[src/rtl/mio_pkg.sv]
// mio_pkg: DMA master state encoding and memory/IO bus region base addresses
package mio_pkg;

    typedef enum logic [2:0] {S_IDLE, S_REQ, S_RD, S_WR, S_NEXT, S_FIN} dma_state_e;

    localparam logic [31:0] VRAM_BASE = 32'hc000_0000;
    localparam logic [31:0] RAM_BASE  = 32'h0000_0800;
    localparam logic [31:0] SEG_BASE  = 32'h0000_7f10;

endpackage

[src/rtl/mio_dma_addr_gen.sv]
// mio_dma_addr_gen: source/destination address and remaining-word counters for the DMA master
//   clk, clrn       clock, asynchronous active-low reset
//   load_i          capture src_i/dst_i/len_i/step_i at command start
//   adv_i           advance both addresses by step and count one word done
//   src_o, dst_o    current source/destination address
//   last_o          the word just transferred was the final one
module mio_dma_addr_gen
    import mio_pkg::*;
#(
    parameter int LEN_W = 16
) (
    input  logic             clk,
    input  logic             clrn,
    input  logic             load_i,
    input  logic             adv_i,
    input  logic [31:0]      src_i,
    input  logic [31:0]      dst_i,
    input  logic [LEN_W-1:0] len_i,
    input  logic [3:0]       step_i,
    output logic [31:0]      src_o,
    output logic [31:0]      dst_o,
    output logic             last_o
);

    logic [31:0]      src_q, src_d, dst_q, dst_d;
    logic [LEN_W-1:0] rem_q, rem_d;
    logic [3:0]       step_q, step_d;

    // Address arithmetic wraps modulo 2^32 by design.
    always_comb begin
        src_d  = load_i ? src_i  : adv_i ? src_q + {28'd0, step_q} : src_q;
        dst_d  = load_i ? dst_i  : adv_i ? dst_q + {28'd0, step_q} : dst_q;
        rem_d  = load_i ? len_i  : adv_i ? rem_q - 1'b1 : rem_q;
        step_d = load_i ? step_i : step_q;
    end

    always_ff @(posedge clk or negedge clrn) begin
        if (!clrn) begin
            src_q  <= '0;
            dst_q  <= '0;
            rem_q  <= '0;
            step_q <= '0;
        end else begin
            src_q  <= src_d;
            dst_q  <= dst_d;
            rem_q  <= rem_d;
            step_q <= step_d;
        end
    end

    assign src_o  = src_q;
    assign dst_o  = dst_q;
    assign last_o = rem_q == LEN_W'(1);

endmodule

[src/rtl/mio_dma_master.sv]
// mio_dma_master: memory/IO bus initiator performing block COPY and FILL beside the CPU
//   Optional build macro MIO_DMA_IRQ_EN adds a sticky completion interrupt (irq/irq_ack).
//   clk, clrn                 clock, asynchronous active-low reset
//   cmd_start .. cmd_abort    command interface, start accepted only while idle
//   busy, done                command in progress, one-cycle completion/abort pulse
//   bus_req, bus_gnt          arbiter handshake
//   mem_a, d_t_mem, d_f_mem   bus address, write data, read data
//   wmem, rmem                write/read strobes, only while granted
module mio_dma_master
    import mio_pkg::*;
#(
    parameter int LEN_W   = 16,
    parameter int RD_WAIT = 1
) (
    input  logic             clk,
    input  logic             clrn,
    input  logic             cmd_start,
    input  logic             cmd_fill_md,
    input  logic [31:0]      cmd_src,
    input  logic [31:0]      cmd_dst,
    input  logic [LEN_W-1:0] cmd_len,
    input  logic [3:0]       cmd_step,
    input  logic [31:0]      cmd_fill,
    input  logic             cmd_abort,
    output logic             busy,
    output logic             done,
    output logic             bus_req,
    input  logic             bus_gnt,
    output logic [31:0]      mem_a,
    output logic [31:0]      d_t_mem,
`ifdef MIO_DMA_IRQ_EN
    output logic             irq,
    input  logic             irq_ack,
`endif
    input  logic [31:0]      d_f_mem,
    output logic             wmem,
    output logic             rmem
);

    localparam int CW = $clog2(RD_WAIT + 1);

    dma_state_e    state_q, state_d;
    logic          fill_md_q, fill_md_d, abort_q, abort_d;
    logic [31:0]   data_q, data_d;
    logic [CW-1:0] rd_cnt_q, rd_cnt_d;
    logic [31:0]   src, dst;
    logic          last, abort_pend, rd_last;

    mio_dma_addr_gen #(.LEN_W(LEN_W)) u_addr (
        .clk    (clk),
        .clrn   (clrn),
        .load_i (state_q == S_IDLE && cmd_start),
        .adv_i  (state_q == S_NEXT),
        .src_i  (cmd_src),
        .dst_i  (cmd_dst),
        .len_i  (cmd_len),
        .step_i (cmd_step),
        .src_o  (src),
        .dst_o  (dst),
        .last_o (last)
    );

    assign abort_pend = abort_q | cmd_abort;
    assign rd_last    = rd_cnt_q == CW'(RD_WAIT - 1);

    // FILL preloads the data register with the constant so WR drives it in both modes.
    always_comb begin
        state_d   = state_q;
        fill_md_d = fill_md_q;
        data_d    = data_q;
        rd_cnt_d  = rd_cnt_q;
        abort_d   = state_q != S_IDLE && state_q != S_FIN && abort_pend;
        case (state_q)
            S_IDLE: if (cmd_start) begin
                fill_md_d = cmd_fill_md;
                data_d    = cmd_fill;
                state_d   = (cmd_len == '0 || cmd_abort) ? S_FIN : S_REQ;
            end
            S_REQ:  state_d = abort_pend ? S_FIN : !bus_gnt ? S_REQ : fill_md_q ? S_WR : S_RD;
            S_RD: begin
                rd_cnt_d = (!bus_gnt || rd_last) ? '0 : rd_cnt_q + 1'b1;
                data_d   = (bus_gnt && rd_last) ? d_f_mem : data_q;
                state_d  = !bus_gnt ? S_REQ : rd_last ? S_WR : S_RD;
            end
            S_WR:   state_d = S_NEXT;
            S_NEXT: state_d = (last || abort_pend) ? S_FIN : !bus_gnt ? S_REQ : fill_md_q ? S_WR : S_RD;
            default: state_d = S_IDLE;
        endcase
    end

    always_ff @(posedge clk or negedge clrn) begin
        if (!clrn) begin
            state_q   <= S_IDLE;
            fill_md_q <= 1'b0;
            abort_q   <= 1'b0;
            data_q    <= '0;
            rd_cnt_q  <= '0;
        end else begin
            state_q   <= state_d;
            fill_md_q <= fill_md_d;
            abort_q   <= abort_d;
            data_q    <= data_d;
            rd_cnt_q  <= rd_cnt_d;
        end
    end

    // Strobes are decoded straight from state so an async reset drops them at once.
    assign busy    = state_q != S_IDLE;
    assign done    = state_q == S_FIN;
    assign bus_req = state_q inside {S_REQ, S_RD, S_WR, S_NEXT};
    assign rmem    = state_q == S_RD && bus_gnt;
    assign wmem    = state_q == S_WR && bus_gnt;
    assign mem_a   = state_q == S_RD ? src : state_q == S_WR ? dst : '0;
    assign d_t_mem = state_q == S_WR ? data_q : '0;

`ifdef MIO_DMA_IRQ_EN
    logic irq_q, irq_d;
    assign irq_d = state_q == S_FIN || (irq_q && !irq_ack);
    always_ff @(posedge clk or negedge clrn) begin
        if (!clrn) irq_q <= 1'b0;
        else       irq_q <= irq_d;
    end
    assign irq = irq_q;
`endif

endmodule
[config.mk]
export PLATFORM = sky130hd
export DESIGN_NAME = mio_dma_master
export DESIGN_NICKNAME = d
export VERILOG_FILES = /design/src/rtl/mio_pkg.sv /design/src/rtl/mio_dma_addr_gen.sv /design/src/rtl/mio_dma_master.sv
export SDC_FILE = /design/constraint.sdc
export NUM_CORES = 1
export LEC_CHECK = 0
export ABC_AREA = 0
export BUFFER_PORTS_ARGS = -buffer_cell sky130_fd_sc_hd__buf_4
export CELL_PAD_IN_SITES_DETAIL_PLACEMENT = 1
export CELL_PAD_IN_SITES_GLOBAL_PLACEMENT = 1
export CORE_MARGIN = 4
export CORE_UTILIZATION = 41
export DETAILED_ROUTE_END_ITERATION = 6
export PLACE_DENSITY = 0.9
export SLEW_MARGIN = 10
export SYNTH_ARGS = -nofsm -noshare
export SYNTH_HDL_FRONTEND = slang
export SYNTH_HIERARCHICAL = 1
export SYNTH_SLANG_ARGS = --single-unit
[constraint.sdc]
create_clock -name clk -period 5 [get_ports clk]
set_clock_uncertainty 0.2 [all_clocks]
set_input_delay 0.5 -clock clk [delete_from_list [all_inputs] [get_ports clk]]
set_output_delay 0.5 -clock clk [all_outputs]
set_load 0.1 [all_outputs]
==> impl_metrics.csv <==
group,metric,value,unit
clock_network,numClockSinks,122,
placement,port_buffers,222,
detailed_routing,routedWlPerCell,20.0,um
final_layout,diodes,0,
final_layout,mostFrequentLayoutCell,"buf_4",
worst_setup_path,critPathKind,"flip-flop to flip-flop",
floorplanning,coreArea,17300,um^2
global_routing,use_met3,5.29,%
worst_setup_path,worstSetupStartpoint,"state_q[2]$_DFFE_PN0P_",
worst_setup_path,slowest_stage,"clkinv_1",
synthesis,seq_area_frac_synth,42.2,%
global_routing,gr-usage-all-layers,24.7,%
detailed_routing,finalWirelength,24700,um
global_routing,grt_pass1_vias,7324,
synthesis,yosysWarnings,6,
final_layout,num-nets-final,1164,
worst_setup_path,slowest_delay,0.91,ns
hold_path,min-delay-start,"cmd_src[8]",
sta,slew-limit-headroom,13.0,%
synthesis,synth.top_cell.area_share,42.2,%
worst_setup_path,crit_chain,"nor3_1, nand2_1, clkinv_2, clkinv_1, mux2_2",
synthesis,synth_top_area_cell,"dfrtp_1",
synthesis,synthCells,793,
detailed_routing,drtIter0Drc,399,
sta,setup_violations,0,
global_routing,grt-busiest-layer,"met2",
clock_network,numCtsBuffers,17,
worst_setup_path,r2r_cells,5,
sta,tightest_slew,1.31,ns
sta,slew_violations,0,
run,maxCapViolations,0,
hold_path,min_path_type,"primary input to flip-flop",
clock_network,path_clk_slew,0.06,ns
status,status,"finished clean",
synthesis,synth_nets,959,
detailed_routing,dr.pass1.iters,7,
floorplanning,rows,48,
synthesis,synth.distinct_cells,54,
detailed_routing,vias,6920,
floorplanning,dieArea,19800,um^2
synthesis,synth.area.top_cells,"dfrtp_1 42%, o21ai_0 6.9%, nand2_1 6.2%",
clock_network,clock_path_buffers,2,
synthesis,ys_ff_latch,122,
global_routing,grt_pass1_wl,39300,um
synthesis,async_reset_ff_share,100,%
floorplanning,die_w,141,um
detailed_routing,viasPerCell,5.60,
synthesis,synth-edff-count,0,
final_layout,drive_gt1_share,28.7,%
clock_network,cts_repair_resize_count,0,
synthesis,syn_area,7230,um^2
placement,gp_congestion,0.818,
worst_setup_path,end_kind,"flip-flop",
floorplanning,io_pins,223,
clock_network,cts_root_buf,"clkbuf_16",
detailed_routing,drc_errors,0,
sta,setup_tns,0,ns
sta,fmax,279,MHz
global_routing,antenna_found_initial,0,
hold_path,hold_path_depth,3,
clock_network,cts_hold_buf,1,
worst_setup_path,crit_required,5.09,ns
final_layout,area.growth.synth_to_final,34.9,%
floorplanning,fp.dieH,141,um
floorplanning,start_util,41.8,%
worst_setup_path,rr_startpoint,"state_q[2]$_DFFE_PN0P_",
sta,min_period,3.58,ns
global_routing,grt_use_met1,32.9,%
pwr,peakVddDrop,0.000298,V
worst_setup_path,crit_arrival,3.67,ns
worst_setup_path,critPathMaxFanout,64,
pwr,p_per_area,594,nW/um^2
global_routing,grt_use_met2,41.1,%
pwr,p_leak,4.26,nW
global_routing,grt.overflow.total,0,
clock_network,cts_tree,"yes",
placement,dp.cells,1203,
clock_network,cts_setup_buffers,0,
global_routing,grt_max_degree,69,
final_layout,fillers,1985,
worst_setup_path,cp-start-kind,"flip-flop",
clock_network,clock_latency,0.42,ns
sta,fin_crit_sh,71.6,%
placement,post-dp-hpwl,17800,um
sta,final-hold-violation-count,0,
detailed_routing,ant_nets,0,
synthesis,avgSynthCellArea,9.12,um^2
clock_network,h-tree-depth,4,
final_layout,instances_no_fill,1236,
synthesis,synthFlopType,"dfrtp_1",
final_layout,layout_common_cells,"233 x buf_4, 122 x dfrtp_1, 119 x nand2_1",
sta,rsz0062_at_grt,"false",
synth_stat cells (2+ instances only):
| library cell | number |
|---|---|
| dfrtp_1 | 122 |
| nand2_1 | 119 |
| nor2_1 | 27 |
| a22o_1 | 32 |
| o21ai_0 | 100 |
| a21oi_1 | 10 |
| ha_1 | 10 |
| mux2i_1 | 38 |
| inv_1 | 12 |
| a31oi_1 | 7 |
| mux2_2 | 14 |
| a211o_1 | 3 |
| buf_1 | 2 |
| or3_1 | 9 |
| clkbuf_1 | 22 |
| o21ai_1 | 6 |
| xor2_1 | 29 |
| nor3_1 | 25 |
| nor4_1 | 12 |
| a211oi_1 | 2 |
| o21bai_1 | 2 |
| or4_1 | 3 |
| buf_2 | 20 |
| nand4_1 | 19 |
| and4_1 | 2 |
| nor4b_1 | 2 |
| o22ai_1 | 3 |
| buf_4 | 4 |
| nor2b_1 | 4 |
| fa_1 | 2 |
| nand2b_1 | 3 |
| xnor2_1 | 39 |
| and3_1 | 13 |
| nand3_1 | 18 |
| and2_1 | 38 |
| nor3b_1 | 2 |
routing by layer:
metal	vias to the layer above	part of all wire (%)
met5	-	0
met4	0	1.3
met3	33	7.0
met2	275	48
met1	3400	43
li1	3212	-
critical path, delay by kind of cell (launching register included):
family	cells	cell delay (ns)
buf+inv	2	1.48
simple gates	2	0.66
flops	1	0.54
mux	1	0.56
registers in the layout (all words and copies together) (netlist names):
| signal | count |
|---|---|
| data_q | 32 |
| abort_q | 1 |
| u_addr/src_o | 32 |
| u_addr/dst_o | 32 |
| state_q | 3 |
| fill_md_q | 1 |
| u_addr/step_q | 4 |
| u_addr/rem_q | 16 |
| rd_cnt_q | 1 |
worst paths after layout:
kind / to / slack (ns)
setup / recovery: u_addr/dst_o[29]$_DFFE_PN0P_ / 1.42
hold / removal: u_addr/src_o[8]$_DFFE_PN0P_ / 0.09
setup reg to reg: u_addr/dst_o[29]$_DFFE_PN0P_ / 1.42
hold reg to reg: data_q[10]$_DFFE_PN0P_ / 0.27
max in group asynchronous: u_addr/dst_o[26]$_DFFE_PN0P_ / 3.13
min in group asynchronous: u_addr/dst_o[27]$_DFFE_PN0P_ / 0.41
metrics by stage:
stage                     utilization (%)  cell area (um^2)  setup slack, ns  hold slack [ns]  power, mW
final                                56.4              9760             1.42           0.0858       5.79
after global routing                 56.4              9760             1.13           0.0835       6.16
after CTS                            56.4              9760             1.44           0.0795       5.81
after detailed placement             52.3              9050             1.51            0.262       4.28
after global placement               52.3              9050             1.68            0.255       4.11
after floorplan                         -              7230             2.30          0.00441       3.56
power breakdown:
group / switching (mW) / internal [mW] / total [mW]
combinational: 1.44 / 0.854 / 2.30
sequential: 0.557 / 1.48 / 2.03
clock: 0.456 / 1.01 / 1.46
total: 2.45 / 3.34 / 5.79
final cells by class:
| cell class | count | area (um^2) | area share (%) |
|---|---|---|---|
| repair buffers | 234 | 1760 | 18.0 |
| flip-flops and latches | 122 | 3050 | 31.3 |
| multi-input cells | 609 | 3910 | 40.1 |
| clock inverters | 13 | 245 | 2.51 |
| clock buffers | 19 | 453 | 4.64 |
| inverters | 14 | 53.8 | 0.551 |
| well taps | 225 | 282 | 2.89 |
cell families (layout without fill, tap and decap cells):
group | after synthesis | count (layout) | synth area share, %
adder cells (fa/ha/maj) | 12 | 12 | 2.28
flip-flops | 122 | 122 | 42.2
XOR/XNOR | 68 | 68 | 8.24
AND/OR/NAND/NOR | 306 | 306 | 21.8
multiplexers | 52 | 52 | 7.44
buffers and inverters | 62 | 280 | 3.77
AO/OA/AOI/OAI | 171 | 171 | 14.3
Power figures use the tool's default switching activity.
